<file path="src/rtl/ctrl_pkg.sv">
// rtl/ctrl_pkg.sv - shared types and encodings for the multi-cycle control FSM
package ctrl_pkg;

    localparam logic [6:0] OPC_BRANCH = 7'b1100011;
    localparam logic [6:0] OPC_JAL    = 7'b1101111;
    localparam logic [6:0] OPC_JALR   = 7'b1100111;
    localparam logic [6:0] OPC_LUI    = 7'b0110111;
    localparam logic [6:0] OPC_AUIPC  = 7'b0010111;
    localparam logic [6:0] OPC_LOAD   = 7'b0000011;
    localparam logic [6:0] OPC_STORE  = 7'b0100011;
    localparam logic [6:0] OPC_OPIMM  = 7'b0010011;
    localparam logic [6:0] OPC_OP     = 7'b0110011;

    localparam logic [2:0] S_BOOT   = 3'd0;
    localparam logic [2:0] S_FETCH  = 3'd1;
    localparam logic [2:0] S_DECODE = 3'd2;
    localparam logic [2:0] S_EXEC   = 3'd3;
    localparam logic [2:0] S_MEM    = 3'd4;
    localparam logic [2:0] S_WB     = 3'd5;
    localparam logic [2:0] S_TRAP   = 3'd6;

    typedef enum logic [2:0] {
        ST_BOOT   = S_BOOT,
        ST_FETCH  = S_FETCH,
        ST_DECODE = S_DECODE,
        ST_EXEC   = S_EXEC,
        ST_MEM    = S_MEM,
        ST_WB     = S_WB,
        ST_TRAP   = S_TRAP
    } state_e;

    typedef enum logic [3:0] {
        IC_OP, IC_OPIMM, IC_LOAD, IC_STORE, IC_BRANCH,
        IC_JAL, IC_JALR, IC_LUI, IC_AUIPC
    } iclass_e;

    localparam logic [1:0] PC_PLUS4 = 2'b00;
    localparam logic [1:0] PC_IMM   = 2'b01;
    localparam logic [1:0] PC_ALU   = 2'b10;

    localparam logic [1:0] WB_ALU   = 2'b00;
    localparam logic [1:0] WB_MEM   = 2'b01;
    localparam logic [1:0] WB_PC4   = 2'b10;
    localparam logic [1:0] WB_UTYPE = 2'b11;

    localparam logic [1:0] U_NONE   = 2'b00;
    localparam logic [1:0] U_LUI    = 2'b01;
    localparam logic [1:0] U_AUIPC  = 2'b10;

    localparam logic [1:0] TC_NONE     = 2'b00;
    localparam logic [1:0] TC_ILLEGAL  = 2'b01;
    localparam logic [1:0] TC_FETCH_TO = 2'b10;
    localparam logic [1:0] TC_DATA_TO  = 2'b11;

endpackage

</file>
<file path="src/rtl/multicycle_ctrl_if.sv">
// rtl/multicycle_ctrl_if.sv - shared instruction/data memory request port
interface multicycle_ctrl_if;
    logic mem_req;
    logic mem_we;
    logic mem_ack;

    modport master (output mem_req, output mem_we, input mem_ack);
    modport slave  (input mem_req, input mem_we, output mem_ack);
endinterface

</file>
<file path="src/rtl/instr_classify.sv">
// rtl/instr_classify.sv - opcode to instruction class mapping with illegal flag
module instr_classify
    import ctrl_pkg::*;
(
    input  logic [6:0] i_opcode,
    output iclass_e    o_iclass,
    output logic       o_illegal
);

    always_comb begin
        o_iclass  = IC_OP;
        o_illegal = 1'b0;
        case (i_opcode)
            OPC_BRANCH: o_iclass = IC_BRANCH;
            OPC_JAL:    o_iclass = IC_JAL;
            OPC_JALR:   o_iclass = IC_JALR;
            OPC_LUI:    o_iclass = IC_LUI;
            OPC_AUIPC:  o_iclass = IC_AUIPC;
            OPC_LOAD:   o_iclass = IC_LOAD;
            OPC_STORE:  o_iclass = IC_STORE;
            OPC_OPIMM:  o_iclass = IC_OPIMM;
            OPC_OP:     o_iclass = IC_OP;
            default:    o_illegal = 1'b1;
        endcase
    end

endmodule

</file>
<file path="src/rtl/multicycle_ctrl.sv">
// rtl/multicycle_ctrl.sv - fetch/decode/exec/mem/wb sequencer for the multi-cycle RV32I core
module multicycle_ctrl
    import ctrl_pkg::*;
#(
    parameter int MEM_TIMEOUT = 16
)(
    input  logic                     clk,
    input  logic                     rst_n,
    multicycle_ctrl_if.master        mem_bus,
    input  logic [6:0]               opcode,
    input  logic                     br_taken,
    output logic                     ir_we,
    output logic                     pc_we,
    output logic [1:0]               pc_sel,
    output logic                     rf_we,
    output logic [1:0]               wb_sel,
    output logic [1:0]               u_control,
    output logic                     trap,
    output logic [1:0]               trap_cause
);

    localparam int TO_W     = $clog2(MEM_TIMEOUT + 2);
    localparam int TO_LIMIT = (MEM_TIMEOUT > 0) ? MEM_TIMEOUT - 1 : 0;
    localparam logic [TO_W-1:0] TO_LAST = TO_W'(TO_LIMIT);

    logic [2:0]      r_state;
    logic [2:0]      w_next;
    iclass_e         r_class;
    iclass_e         w_dec_class;
    logic            w_illegal;
    logic [TO_W-1:0] r_to_cnt;
    logic [1:0]      r_cause;
    logic [1:0]      w_next_cause;
    logic            w_waiting;
    logic            w_expired;

    instr_classify u_classify (
        .i_opcode  (opcode),
        .o_iclass  (w_dec_class),
        .o_illegal (w_illegal)
    );

    assign w_waiting = ((r_state == S_FETCH) || (r_state == S_MEM)) && !mem_bus.mem_ack;
    // An ack in the last allowed cycle takes priority because w_waiting is then low.
    assign w_expired = (MEM_TIMEOUT > 0) && w_waiting && (r_to_cnt == TO_LAST);

    always_comb begin
        w_next       = r_state;
        w_next_cause = r_cause;
        case (r_state)
            S_BOOT: w_next = S_FETCH;
            S_FETCH: begin
                if (mem_bus.mem_ack) begin
                    w_next = S_DECODE;
                end else if (w_expired) begin
                    w_next       = S_TRAP;
                    w_next_cause = TC_FETCH_TO;
                end
            end
            S_DECODE: begin
                if (w_illegal) begin
                    w_next       = S_TRAP;
                    w_next_cause = TC_ILLEGAL;
                end else begin
                    w_next = S_EXEC;
                end
            end
            S_EXEC: begin
                case (r_class)
                    IC_LOAD, IC_STORE: w_next = S_MEM;
                    IC_OP, IC_OPIMM:   w_next = S_WB;
                    default:           w_next = S_FETCH;
                endcase
            end
            S_MEM: begin
                if (mem_bus.mem_ack) begin
                    w_next = (r_class == IC_STORE) ? S_FETCH : S_WB;
                end else if (w_expired) begin
                    w_next       = S_TRAP;
                    w_next_cause = TC_DATA_TO;
                end
            end
            S_WB:    w_next = S_FETCH;
            S_TRAP:  w_next = S_TRAP;
            default: w_next = S_BOOT;
        endcase
    end

    always_ff @(posedge clk or negedge rst_n) begin
        if (!rst_n) begin
            r_state  <= S_BOOT;
            r_class  <= IC_OP;
            r_to_cnt <= '0;
            r_cause  <= TC_NONE;
        end else begin
            r_state <= w_next;
            r_cause <= w_next_cause;
            if ((r_state == S_DECODE) && !w_illegal) begin
                r_class <= w_dec_class;
            end
            if (w_next != r_state) begin
                r_to_cnt <= '0;
            end else if (w_waiting) begin
                r_to_cnt <= r_to_cnt + TO_W'(1);
            end
        end
    end

    // Only the ack-cycle strobes (ir_we, pc_we on a store) look at mem_ack.
    always_comb begin
        mem_bus.mem_req = 1'b0;
        mem_bus.mem_we  = 1'b0;
        ir_we           = 1'b0;
        pc_we           = 1'b0;
        pc_sel          = PC_PLUS4;
        rf_we           = 1'b0;
        wb_sel          = WB_ALU;
        u_control       = U_NONE;
        trap            = 1'b0;
        case (r_state)
            S_FETCH: begin
                mem_bus.mem_req = 1'b1;
                ir_we           = mem_bus.mem_ack;
            end
            S_EXEC: begin
                case (r_class)
                    IC_BRANCH: begin
                        pc_we  = 1'b1;
                        pc_sel = br_taken ? PC_IMM : PC_PLUS4;
                    end
                    IC_JAL, IC_JALR: begin
                        pc_we  = 1'b1;
                        pc_sel = (r_class == IC_JALR) ? PC_ALU : PC_IMM;
                        rf_we  = 1'b1;
                        wb_sel = WB_PC4;
                    end
                    IC_LUI, IC_AUIPC: begin
                        pc_we     = 1'b1;
                        rf_we     = 1'b1;
                        wb_sel    = WB_UTYPE;
                        u_control = (r_class == IC_LUI) ? U_LUI : U_AUIPC;
                    end
                    default: ;
                endcase
            end
            S_MEM: begin
                mem_bus.mem_req = 1'b1;
                mem_bus.mem_we  = (r_class == IC_STORE);
                pc_we           = mem_bus.mem_ack && (r_class == IC_STORE);
            end
            S_WB: begin
                rf_we  = 1'b1;
                wb_sel = (r_class == IC_LOAD) ? WB_MEM : WB_ALU;
                pc_we  = 1'b1;
            end
            S_TRAP:  trap = 1'b1;
            default: ;
        endcase
    end

    assign trap_cause = r_cause;

endmodule
</file>
<file path="src/flat_wrapper.sv">
// flat-port wrapper written by rule: the top's interface ports become plain ports
module multicycle_ctrl_flat import ctrl_pkg::*;
#(
    parameter int MEM_TIMEOUT = 16
)
  (clk, rst_n, opcode, br_taken, ir_we, pc_we, pc_sel, rf_we, wb_sel, u_control, trap, trap_cause, mem_bus_mem_req, mem_bus_mem_we, mem_bus_mem_ack);
  multicycle_ctrl_if mem_bus_i ();
  input  logic clk;
  input  logic rst_n;
  input  logic [6:0] opcode;
  input  logic br_taken;
  output logic ir_we;
  output logic pc_we;
  output logic [1:0] pc_sel;
  output logic rf_we;
  output logic [1:0] wb_sel;
  output logic [1:0] u_control;
  output logic trap;
  output logic [1:0] trap_cause;
  output wire logic [$bits(mem_bus_i.mem_req)-1:0] mem_bus_mem_req;
  output wire logic [$bits(mem_bus_i.mem_we)-1:0] mem_bus_mem_we;
  input wire logic [$bits(mem_bus_i.mem_ack)-1:0] mem_bus_mem_ack;
  assign mem_bus_mem_req = mem_bus_i.mem_req;
  assign mem_bus_mem_we = mem_bus_i.mem_we;
  assign mem_bus_i.mem_ack = mem_bus_mem_ack;
  multicycle_ctrl #(.MEM_TIMEOUT(MEM_TIMEOUT)) u_core (.clk(clk), .rst_n(rst_n), .mem_bus(mem_bus_i), .opcode(opcode), .br_taken(br_taken), .ir_we(ir_we), .pc_we(pc_we), .pc_sel(pc_sel), .rf_we(rf_we), .wb_sel(wb_sel), .u_control(u_control), .trap(trap), .trap_cause(trap_cause));
endmodule
</file>
<file path="config.mk">
export PLATFORM = sky130hd
export DESIGN_NAME = multicycle_ctrl_flat
export DESIGN_NICKNAME = d
export VERILOG_FILES = /design/src/rtl/ctrl_pkg.sv /design/src/rtl/multicycle_ctrl_if.sv /design/src/rtl/instr_classify.sv /design/src/rtl/multicycle_ctrl.sv /design/src/flat_wrapper.sv
export SDC_FILE = /design/constraint.sdc
export NUM_CORES = 1
export LEC_CHECK = 0
export ABC_AREA = 1
export ABC_CLOCK_PERIOD_IN_PS = 4400
export BUFFER_PORTS_ARGS = -buffer_cell sky130_fd_sc_hd__buf_2
export CORE_MARGIN = 4
export CORE_UTILIZATION = 55
export DETAILED_ROUTE_END_ITERATION = 12
export PLACE_DENSITY = 0.92
export SLEW_MARGIN = 20
export SYNTH_ARGS = -nofsm -noshare
export SYNTH_HDL_FRONTEND = slang
export SYNTH_SLANG_ARGS = --single-unit
</file>
<file path="constraint.sdc">
create_clock -name clk -period 4.4 [get_ports clk]
set_clock_uncertainty 0.15 [all_clocks]
set_input_delay 0.22 -clock clk [delete_from_list [all_inputs] [get_ports clk]]
set_output_delay 0.22 -clock clk [all_outputs]
set_load 0.005 [all_outputs]
</file>
==> reports/summary.txt, run 1 <==
Post-route worst hold slack = 174 ps
Final period utilization = 49.7%
Final setup violation count = 0
Post_cts resized = 0
Hold buffers post-CTS = 1
Initial Util = 61.0%
Met1 wire length = 1.04 mm
Data arrival time of the critical path = 1820 ps
CP max stage delay = 550 ps
Hold crit path type = in -> reg
Ordered cell list for the critical path = inv_2 -> nand3_1 -> inv_1 -> nand2_1 -> o21ai_0 -> or2_2 -> buf_2
Postcts setup bufs = 0
FILL cells = 167
Met3 routed WL = 123 µm
Final wirelength = 2.50 mm
Number of vias per cell after detailed routing = 5.33
TritonRoute pass-1 iters = 4
Endpoint type of the worst setup path = output port
Outcome = finished clean
Rows = 15
Commonest cells after routing, fill and taps aside = nand2_1 (36), nor2_1 (30), buf_2 (24)
Pin count of the biggest net entering global routing = 15
Synth Register Bits = 14
DPL Wire Length = 2.03 mm
Total global routing overflow = 0
Weighted congestion reported at the end of routability-driven placement = 0.935
Routed length per instance = 11.5 µm
Max transition margin = 76.9%
Signed area change from the synthesized netlist to the final layout = 15.9%
Quantity of I/O buffers inserted on ports = 24
Hold Violations, Final = 0
Worst-path maximum fanout = 10
Post-route DRC violation count = 0
Root Buffer = clkbuf_4
Area of the placeable core = 0.00180 mm²
Net count of the mapped netlist = 179
Total power density per cell area = 450 mW/mm²
Number of buffers inserted during clock tree synthesis = 3
Chip Width = 52.7 µm
Die Span Y = 52.7 µm
Leakage = 0.678 nW
CTS sink count = 14
Inserted Diodes = 0
GRT Overall Usage = 21.2%
Die footprint = 0.00278 mm²
Non-filler cells, final = 218
Buffer levels on the longest clock path = 2
Number of max-capacitance violations reported = 0
Fraction of final layout cells with drive strength greater than 1 = 25.9%
Sum of met2 wire segment lengths after detailed routing = 1.32 mm
Number of distinct standard cells referenced by the synthesized netlist = 25
Required time of the worst setup path = 4030 ps
Clock tree from TritonCTS = done
Via count of the first global-routing pass = 1111
Most frequent standard cell in the layout excluding fill and tap cells = nand2_1
Element type at the critical path start = flip-flop
Post-DRT Antenna Nets = 0
Vias post-DR = 1161
Final period demand of the worst path = 2190 ps
Slowest stage cell, crit path = dfrtp_1
Unrepaired setup endpoints after global routing = no
Dpl cells = 213
Peak supply drop = 0.310 mV
Post-Syn Area per Cell = 6.62 µm²
Wire length of the first global-routing pass = 4.47 mm
Count of cells along the worst hold path = 3
TNS Setup = 0 ps
Maximum frequency from static timing analysis = 0.457 GHz
Power consumption = 574 µW
Cell area after synthesis = 0.00110 mm²
Number of top-level design ports = 25
Reg2reg path depth = 11
Number of max-slew violations in the final report = 0
Mapped Cells = 166
CTS clk-pin slew, worst paths = 80 ps
WS Path Type = reg -> out
Skew-Pair Late Insertion Delay = 280 ps
Initial antenna violation count = 0
H-tree Lvls = 1
Final #Nets = 207
Worst-Margin Slew = 346 ps
Uppermost signal routing layer after detailed routing = met4
Violation count after the first detailed-routing iteration = 27
YS warnings = 0
Share of the yosys chip area belonging to registers = 31.9%
## state kept, by name, indices dropped and copies added (netlist names)
name and cells:
u_core.r_state 3, u_core.r_to_cnt 5, u_core.r_class 4, u_core.trap_cause 2
## cell usage after synthesis
library cell	count	area [µm²]
nor2_2	4	25.0
inv_1	17	63.8
nand2_1	36	135
xor2_1	2	17.5
o31ai_1	1	7.51
ha_1	2	25.0
nand3_2	2	20.0
a21oi_1	6	30.0
dfrtp_1	14	350
nand2_2	5	31.3
o211ai_1	2	15.0
nor2_1	30	113
xnor2_1	1	8.76
o21ai_1	1	5.00
nor4_1	1	6.26
nor3_1	3	15.0
nand4_1	1	6.26
nand2_4	2	22.5
nand3_1	11	55.1
or2_2	1	6.26
buf_6	2	22.5
o21ai_0	13	65.1
inv_2	7	26.3
a32oi_1	1	8.76
nand3_4	1	17.5
## cell type report
| type | count | area [µm²] | share of cell area (%) |
|---|---|---|---|
| clock buffer | 4 | 36.3 | 2.85 |
| inverter | 24 | 90.1 | 7.07 |
| multi-input combinational | 126 | 636 | 49.9 |
| sequential | 14 | 350 | 27.5 |
| tap | 25 | 31.3 | 2.46 |
| timing repair buffer | 25 | 130 | 10.2 |
## cell families after synthesis
logic type | count (synthesis) | share of synthesized area, %
buf+inv | 26 | 10.3
fa+ha+maj | 2 | 2.28
xor+xnor | 3 | 2.39
flops | 14 | 31.9
simple gates | 97 | 41.2
compound gates | 24 | 12.0
## worst max-delay path: cells and delay by family, from the launching register on
kind	cells	cell delay, ps
simple gates	3	530
flops	1	550
compound gates	1	130
buf+inv	3	320
## final timing paths
check	to	slack [ps]	startpoint
worst max-delay path	rf_we	2210	u_core.r_state[2]
worst min-delay path	u_core.r_state[1]	170	mem_bus_mem_ack
worst max register to register	u_core.r_to_cnt[0]	2490	u_core.r_to_cnt[0]
worst min register to register	u_core.r_class[2]	350	u_core.r_class[2]
max in group asynchronous	u_core.r_class[1]	3660	rst_n
min in group asynchronous	u_core.r_to_cnt[2]	200	rst_n
## metrics by stage
step / util [%] / area (µm²) / worst slack [ps]
floorplan: - / 1100 / 2660
global placement: 68.1 / 1230 / 2600
detailed placement: 68.1 / 1230 / 2510
CTS: 70.7 / 1270 / 2220
global route: 70.7 / 1270 / 2120
finish: 70.7 / 1270 / 2210
## routing by layer
| layer | GRT usage, % | vias to the layer above |
|---|---|---|
| met2 | 40.5 | 36 |
| met3 | 2.56 | 2 |
| li1 | - | 589 |
| met1 | 24.6 | 534 |
| met4 | 5.11 | 0 |
| met5 | 0 | - |
## power by group
group / total [mW] / switching (mW) / internal [mW]
clock: 0.0932 / 0.0428 / 0.0504
combinational: 0.288 / 0.184 / 0.105
sequential: 0.192 / 0.0383 / 0.154
Power figures use the tool's default switching activity.
==> inputs of run 2 (changes only) <==
ABC_CLOCK_PERIOD_IN_PS = 1900   (was 4400)
CORE_UTILIZATION = 48   (was 55)
PLACE_DENSITY = 0.86   (was 0.92)
clock period = 1.9 ns   (was 4.4 ns; I/O delays follow)
==> run 2 against run 1 <==
Compared with the run above: cell count is 4.6% higher; setup slack worse by 2100 ps; final area is 7.2% higher; via count is 1.7% lower; combinational power grew to 2.7 times the previous value; critical path depth is 4 higher; critical path type is now reg -> reg; largest power group unchanged.
==> reports/summary.txt, run 2 (synthesis results as in run 1) <==
Outcome = finished clean
Post-DRT Antenna Nets = 0 (unchanged)
Ordered cell list for the critical path = ha_2 -> nand2_1 -> nor2_1 -> ha_2 -> nand2_4 -> nand3_1 -> nand2_1 -> o21ai_0 -> inv_1 -> nand3_4 -> nor2_1
Root Buffer = clkbuf_4
Count of cells along the worst hold path = 3 (unchanged)
Die Span Y = 55.8 µm (+6.0%)
Setup slack of the worst register-to-register path = 80 ps (-2410 ps)
Hold worst-path end = u_core.r_state[1]
Maximum frequency from static timing analysis = 0.548 GHz
Final wirelength = 2.41 mm (-3.4%)
CTS clk-pin slew, worst paths = 90 ps (about the same)
Routed length per instance = 10.6 µm (-7.6%)
Vias post-DR = 1141 (-1.7%)
Unrepaired setup endpoints after global routing = yes
Register with the most flip-flops = u_core.r_to_cnt
Inserted Diodes = 0 (unchanged)
Endpoint type of the worst setup path = flip-flop
Max transition margin = 78.4% (+1.4 points)
Weighted congestion reported at the end of routability-driven placement = 0.818 (-13%)
Required time of the worst setup path = 1930 ps (-2100 ps)
Chip Width = 55.8 µm (+6.0%)
Pin count of the biggest net entering global routing = 15 (unchanged)
Element type at the critical path start = flip-flop
DPL Wire Length = 1.85 mm (-9.1%)
Worst path bufs/invs = 1 (-2)
Number of vias per cell after detailed routing = 5.00 (-6.0%)
Flip-flop count of the largest register after layout = 5 (unchanged)
Leakage = 0.710 nW (+4.7%)
H-tree Lvls = 1 (unchanged)
Peak supply drop = 0.584 mV (+89%)
Initial Util = 50.1% (-11 points)
Die footprint = 0.00312 mm² (+12%)
Buffer levels on the longest clock path = 2 (unchanged)
Number of top-level design ports = 25 (unchanged)
Commonest cells after routing, fill and taps aside = nand2_1 (35), nor2_1 (25), buf_2 (24)
Number of buffers inserted during clock tree synthesis = 3 (unchanged)
Final period utilization = 96.0%
Wire length of the first global-routing pass = 4.11 mm (-8.2%)
Power consumption = 1.45 mW (+150%)
Violation count after the first detailed-routing iteration = 54 (+100%)
Skew-Pair Late Insertion Delay = 290 ps (about the same)
Final #Nets = 214 (+3.4%)
Signed area change from the synthesized netlist to the final layout = 24.3%
GRT Overall Usage = 16.2% (-5.1 points)
Hold crit path type = in -> reg
Clock tree from TritonCTS = done
Hold Violations, Final = 0 (unchanged)
Fraction of final layout cells with drive strength greater than 1 = 35.0% (+9.1 points)
Worst-Margin Slew = 324 ps (-21.7 ps)
CTS sink count = 14 (unchanged)
Start point of the worst hold path = mem_bus_mem_ack
Largest regs = u_core.r_to_cnt (5), u_core.r_class (4), u_core.r_state (3)
Total global routing overflow = 0 (unchanged)
Setup Slack @ Placement = 9.25 ps (-2500 ps)
Post-route DRC violation count = 0 (unchanged)
CP max stage delay = 380 ps (-170 ps)
Final setup violation count = 0 (unchanged)
Via count of the first global-routing pass = 998 (-10%)
Total power density per cell area = 1060 mW/mm² (+140%)
Reg2reg path depth = 11 (unchanged)
WS Path Type = reg -> reg
Quantity of I/O buffers inserted on ports = 24 (unchanged)
Reg-to-Reg Start = u_core.r_to_cnt[0]
TritonRoute pass-1 iters = 4 (unchanged)
Smallest setup slack after layout = 75.3 ps (-2140 ps)
R2r endpoint = u_core.r_to_cnt[4]
Most frequent standard cell in the layout excluding fill and tap cells = nand2_1
Area of the placeable core = 0.00219 mm² (+22%)
Data arrival time of the critical path = 1860 ps (+40 ps)
Number of max-slew violations in the final report = 0 (unchanged)
Worst-path maximum fanout = 5 (-5)
Gate family responsible for the most delay along the worst path = simple AND/OR/NAND/NOR gates
Number of max-capacitance violations reported = 0 (unchanged)
Slowest stage cell, crit path = dfrtp_1
Rows = 17 (+2)
Initial antenna violation count = 0 (unchanged)
Final period demand of the worst path = 1820 ps
-- run 2: changes by cell type in the layout (fill, tap and decap cells not counted), moves of 2 or more --
cell and change:
dfrtp_1 -2, nor2_2 +5, buf_4 +7, ha_2 +2
o21ai_0 -2, ha_1 -2, nor2_1 -5, dfrtp_2 +2
-- run 2: metal layers --
layer	vias to the layer above	share of wire [%]	GRT usage (%)
met4	0	2.2	7.12
met1	506	47	21.3
met2	27	46	25.8
met3	7	4.3	2.78
li1	601	-	-
met5	-	0	0
-- run 2: where the power goes --
part / leakage (nW) / internal [mW] / switching (mW)
registers: 0.176 / 0.360 / 0.0863
logic: 0.514 / 0.309 / 0.476
clock network: 0.0210 / 0.117 / 0.104
total: 0.710 / 0.786 / 0.666
-- run 2: how the worst max path moves through the flow --
stage	from	end	cells past startpoint
after floorplan	u_core.r_to_cnt[0]	u_core.r_to_cnt[0]	12
after global placement	u_core.r_to_cnt[0]	u_core.r_to_cnt[3]	11
after detailed placement	u_core.r_to_cnt[0]	u_core.r_to_cnt[2]	11
after CTS	u_core.r_to_cnt[0]	u_core.r_to_cnt[2]	11
after global routing	u_core.r_to_cnt[0]	u_core.r_to_cnt[4]	11
final	u_core.r_to_cnt[0]	u_core.r_to_cnt[4]	11
-- run 2: per-stage QoR --
stage | hold slack, ps | instances | area, µm² | TNS (ps) | util (%)
2_1_floorplan | -351 | 166 | 1100 | 0 | -
3_3_place_gp | -147 | 217 | 1240 | 0 | 56.5
3_5_place_dp | -141 | 217 | 1240 | 0 | 56.5
4_1_cts | 33.2 | 222 | 1290 | 0 | 59.0
5_1_grt | 80.1 | 228 | 1370 | -250 | 62.3
6_report | 42.5 | 228 | 1370 | 0 | 62.3
-- run 2: area by class of cell --
class | count | area, µm²
Tap cell | 28 | 35.0
Multi-Input combinational cell | 126 | 668
Timing Repair Buffer | 32 | 183
Inverter | 24 | 90.1
Sequential cell | 14 | 353
Fill cell | 196 | 826
Clock buffer | 4 | 36.3
-- run 2: repair_timing --
item	CTS	global route
hold buffers	1	0
setup endpoints to repair	6	6
resized for setup	4	11
hold endpoints to repair	14	0
setup buffers	0	6
pin swaps	0	6
-- run 2: worst register-to-register path, stage by stage, from the launching register on --
cell and delay, ps:
dfrtp_1 380, ha_2 190, nand2_1 60, nor2_1 100, ha_2 250, nand2_4 70, nand3_1 90, nand2_1 60
o21ai_0 90, inv_1 110, nand3_4 130, nor2_1 50
==> inputs of run 3 (changes only) <==
ABC_AREA = not set   (was 1)
BUFFER_PORTS_ARGS = not set   (was -buffer_cell sky130_fd_sc_hd__buf_2)
CORE_UTILIZATION = 55   (was 48)
DONT_BUFFER_PORTS = 1   (was not set)
PLACE_DENSITY = 0.84   (was 0.86)
==> run 3 against run 2 <==
Compared with the run above: the run now ends with setup timing left; utilization increased by 17 points; final area rose by 15%; worst hold slack got worse by 31 ps; count of clock-buffer cells in the layout decreased by 1; die area is 6.9% lower; register-to-register slack lost 460 ps; sequential power grew 3%; flip-flop and latch count unchanged; synthesized cell count fell by 18%; cell count fell by 14%; fmax shrank 20%; critical path type unchanged.
==> reports/summary.txt, run 3 <==
Outcome = complete, but fails checks
Failing checks = setup timing
Maximum frequency from static timing analysis = 0.437 GHz (-20%)
YS warnings = 0 (unchanged)
Net count of the mapped netlist = 149 (-17%)
Total global routing overflow = 0 (unchanged)
Worst-Margin Slew = 649 ps (+325 ps)
Endpoint type of the worst setup path = flip-flop
Register with the most flip-flops = u_core.r_to_cnt
R2r endpoint = u_core.r_to_cnt[2]
Count of cells along the worst hold path = 2 (-1)
Area leader, netlist = dfrtp_1
Setup Slack @ Placement = -298 ps (-308 ps)
Largest regs = u_core.r_to_cnt (5), u_core.r_class (4), u_core.r_state (3)
Clock tree from TritonCTS = done
Commonest cells in the netlist = nor2_1 (15), dfrtp_1 (14), nand2_1 (10)
Inserted Diodes = 0 (unchanged)
Die footprint = 0.00290 mm² (-6.9%)
Final #Nets = 185 (-14%)
Post-DRT Antenna Nets = 0 (unchanged)
Die Span Y = 53.9 µm (-3.5%)
DPL Wire Length = 2.36 mm (+28%)
Reg-to-Reg Start = u_core.r_to_cnt[0]
Initial Util = 58.4% (+8.3 points)
Commonest cells after routing, fill and taps aside = buf_4 (25), nor2_1 (14), dlygate4sd3_1 (11), dfrtp_1 (11), nand2_1 (10)
Leakage = 0.678 nW (-4.6%)
Buffer levels on the longest clock path = 2 (unchanged)
Wire length of the first global-routing pass = 5.48 mm (+33%)
GRT Overall Usage = 26.3% (+10 points)
Number of top-level design ports = 25 (unchanged)
Share of the yosys chip area belonging to registers = 30.3% (-1.6 points)
Flip-flop count of the largest register after layout = 5 (unchanged)
Portion of synthesized cell area occupied by the leading cell type = 30.3% (-1.6 points)
Signed area change from the synthesized netlist to the final layout = 36.1%
Post-route worst hold slack = 11.3 ps (-31.2 ps)
Number of max-slew violations in the final report = 0 (unchanged)
Violation count after the first detailed-routing iteration = 56 (+3.7%)
Required time of the worst setup path = 1910 ps (-20 ps)
Dpl cells = 175 (-19%)
Cell with the most instances after synthesis = nor2_1
Cell area after placement = 0.00132 mm² (+6.4%)
Via count of the first global-routing pass = 1199 (+20%)
Skew-Pair Late Insertion Delay = 280 ps (about the same)
Number of max-capacitance violations reported = 0 (unchanged)
Vias post-DR = 1248 (+9.4%)
CTS sink count = 14 (unchanged)
Unrepaired setup endpoints after global routing = yes
WS Path Type = reg -> reg
Reg2reg path depth = 10 (-1)
Mapped Cells = 136 (-18%)
Initial antenna violation count = 0 (unchanged)
Hold worst-path end = u_core.r_state[2]
Final period demand of the worst path = 2290 ps (+461 ps)
Peak supply drop = 0.721 mV (+23%)
TritonRoute pass-1 iters = 4 (unchanged)
Hold crit path type = in -> reg
Area of the placeable core = 0.00198 mm² (-9.5%)
Pin count of the biggest net entering global routing = 15 (unchanged)
Synth Register Bits = 14 (unchanged)
Final wirelength = 3.82 mm (+58%)
Number of distinct standard cells referenced by the synthesized netlist = 49 (+96%)
Data arrival time of the critical path = 2300 ps (+440 ps)
Total power density per cell area = 1140 mW/mm² (+7.2%)
Final period utilization = 120% (+24 points)
Cell area after synthesis = 0.00116 mm² (+5.4%)
H-tree Lvls = 1 (unchanged)
Non-filler cells, final = 197 (-14%)
Count of flip-flops with a built-in enable after synthesis = 0 (unchanged)
Number of buffers inserted during clock tree synthesis = 3 (unchanged)
Smallest setup slack after layout = -386 ps (-461 ps)
Final instance area = 0.00158 mm² (+15%)
Top flip-flop cell by instance count after synthesis = dfrtp_1
Element type at the critical path start = flip-flop
Most frequent standard cell in the layout excluding fill and tap cells = buf_4
Chip Width = 53.9 µm (-3.5%)
Max transition margin = 56.6% (-22 points)
Root Buffer = clkbuf_4
Async S/R FF share, synth = 100% (unchanged)
Weighted congestion reported at the end of routability-driven placement = 0.844 (+3.2%)
Rows = 16 (-1)
Final setup violation count = 6 (+6)
Number of vias per cell after detailed routing = 6.34 (+27%)
Post-route DRC violation count = 0 (unchanged)
Worst-path maximum fanout = 5 (unchanged)
CTS clk-pin slew, worst paths = 90 ps (about the same)
Post-Syn Area per Cell = 8.51 µm² (+29%)
Hold Violations, Final = 0 (unchanged)
Start point of the worst hold path = opcode[1]
Quantity of I/O buffers inserted on ports = 0 (-100%)
Fraction of final layout cells with drive strength greater than 1 = 34.1% (-0.88 points)
Routed length per instance = 19.4 µm (+83%)
Ranking of synthesized cells by area = dfrtp_1 (30%), nor2_1 (4.9%), nand2_1 (3.2%), and3_1 (2.7%), nand2b_1 (2.7%)
Setup slack of the worst register-to-register path = -390 ps (-460 ps)
## run 3: cell types whose count changed after synthesis, sizes merged, moves of 5 or more
cell,change
and3,+5
nor2,-19
nand2b,+5
nand2,-33
o21ai,-9
nor3,+5
inv,-17
nand3,-10
## run 3: worst max-delay path by stage
stage,startpoint,end,cells past startpoint
5_1_grt,u_core.r_to_cnt[1],u_core.r_to_cnt[2],10
4_1_cts,u_core.r_to_cnt[0],u_core.r_to_cnt[2],10
2_1_floorplan,u_core.r_to_cnt[0],u_core.r_to_cnt[4],9
3_5_place_dp,u_core.r_to_cnt[0],u_core.r_to_cnt[4],9
3_3_place_gp,u_core.r_to_cnt[1],u_core.r_to_cnt[1],9
6_report,u_core.r_to_cnt[0],u_core.r_to_cnt[2],10
## run 3: cell type report
| cell class | instances | area, µm² |
|---|---|---|
| clock buffers | 3 | 22.5 |
| flip-flops and latches | 14 | 354 |
| well taps | 27 | 33.8 |
| repair buffers | 37 | 310 |
| multi-input cells | 109 | 828 |
| fillers | 131 | 407 |
| inverters | 7 | 26.3 |
## run 3: critical path, cell delays in order, from the launching register on
cell and delay [ps]:
dfrtp_1 370, ha_2 200, and3_4 200, ha_4 140, nor3b_4 210, a21oi_2 60, a221oi_2 310, buf_4 200
nor2_4 40, a21oi_4 210, nor3_1 90
## run 3: timing repair
action,4_1_cts,5_1_grt
hold endpoints to repair,19,1
buffers inserted,3,4
hold buffers,11,1
setup endpoints to repair,10,17
gates resized for setup,5,14
pin swaps,6,2
## run 3: cell families (layout without fill, tap and decap cells)
logic type	Yosys count	after routing	synth area share, %
AO/OA/AOI/OAI	35	35	23.6
buffers and inverters	13	47	5.84
adder cells (fa/ha/maj)	2	2	2.16
AND/OR/NAND/NOR	66	66	33.5
flip-flops	14	14	30.3
multiplexers	1	1	0.865
XOR/XNOR	5	5	3.78
## run 3: metrics by stage
stage / TNS (ps) / power (mW) / utilization [%]
2_1_floorplan: -758 / 1.10 / -
5_1_grt: -2730 / 1.88 / 79.5
4_1_cts: -1300 / 1.62 / 75.3
3_3_place_gp: -707 / 1.29 / 66.5
3_5_place_dp: -1320 / 1.34 / 66.5
6_report: -1980 / 1.79 / 79.5
## run 3: layer usage
| metal | track usage, % | up-vias | share of wire [%] |
|---|---|---|---|
| met3 | 4.71 | 9 | 7.6 |
| met4 | 11.1 | 0 | 2.0 |
| met2 | 47.4 | 68 | 53 |
| met5 | 0 | - | 0 |
| li1 | - | 566 | - |
| met1 | 30.1 | 605 | 37 |
## run 3: power breakdown
group	switching, mW	internal [mW]
Clock	0.0973	0.0735
Combinational	0.627	0.538
Sequential	0.0982	0.361
Total	0.822	0.972
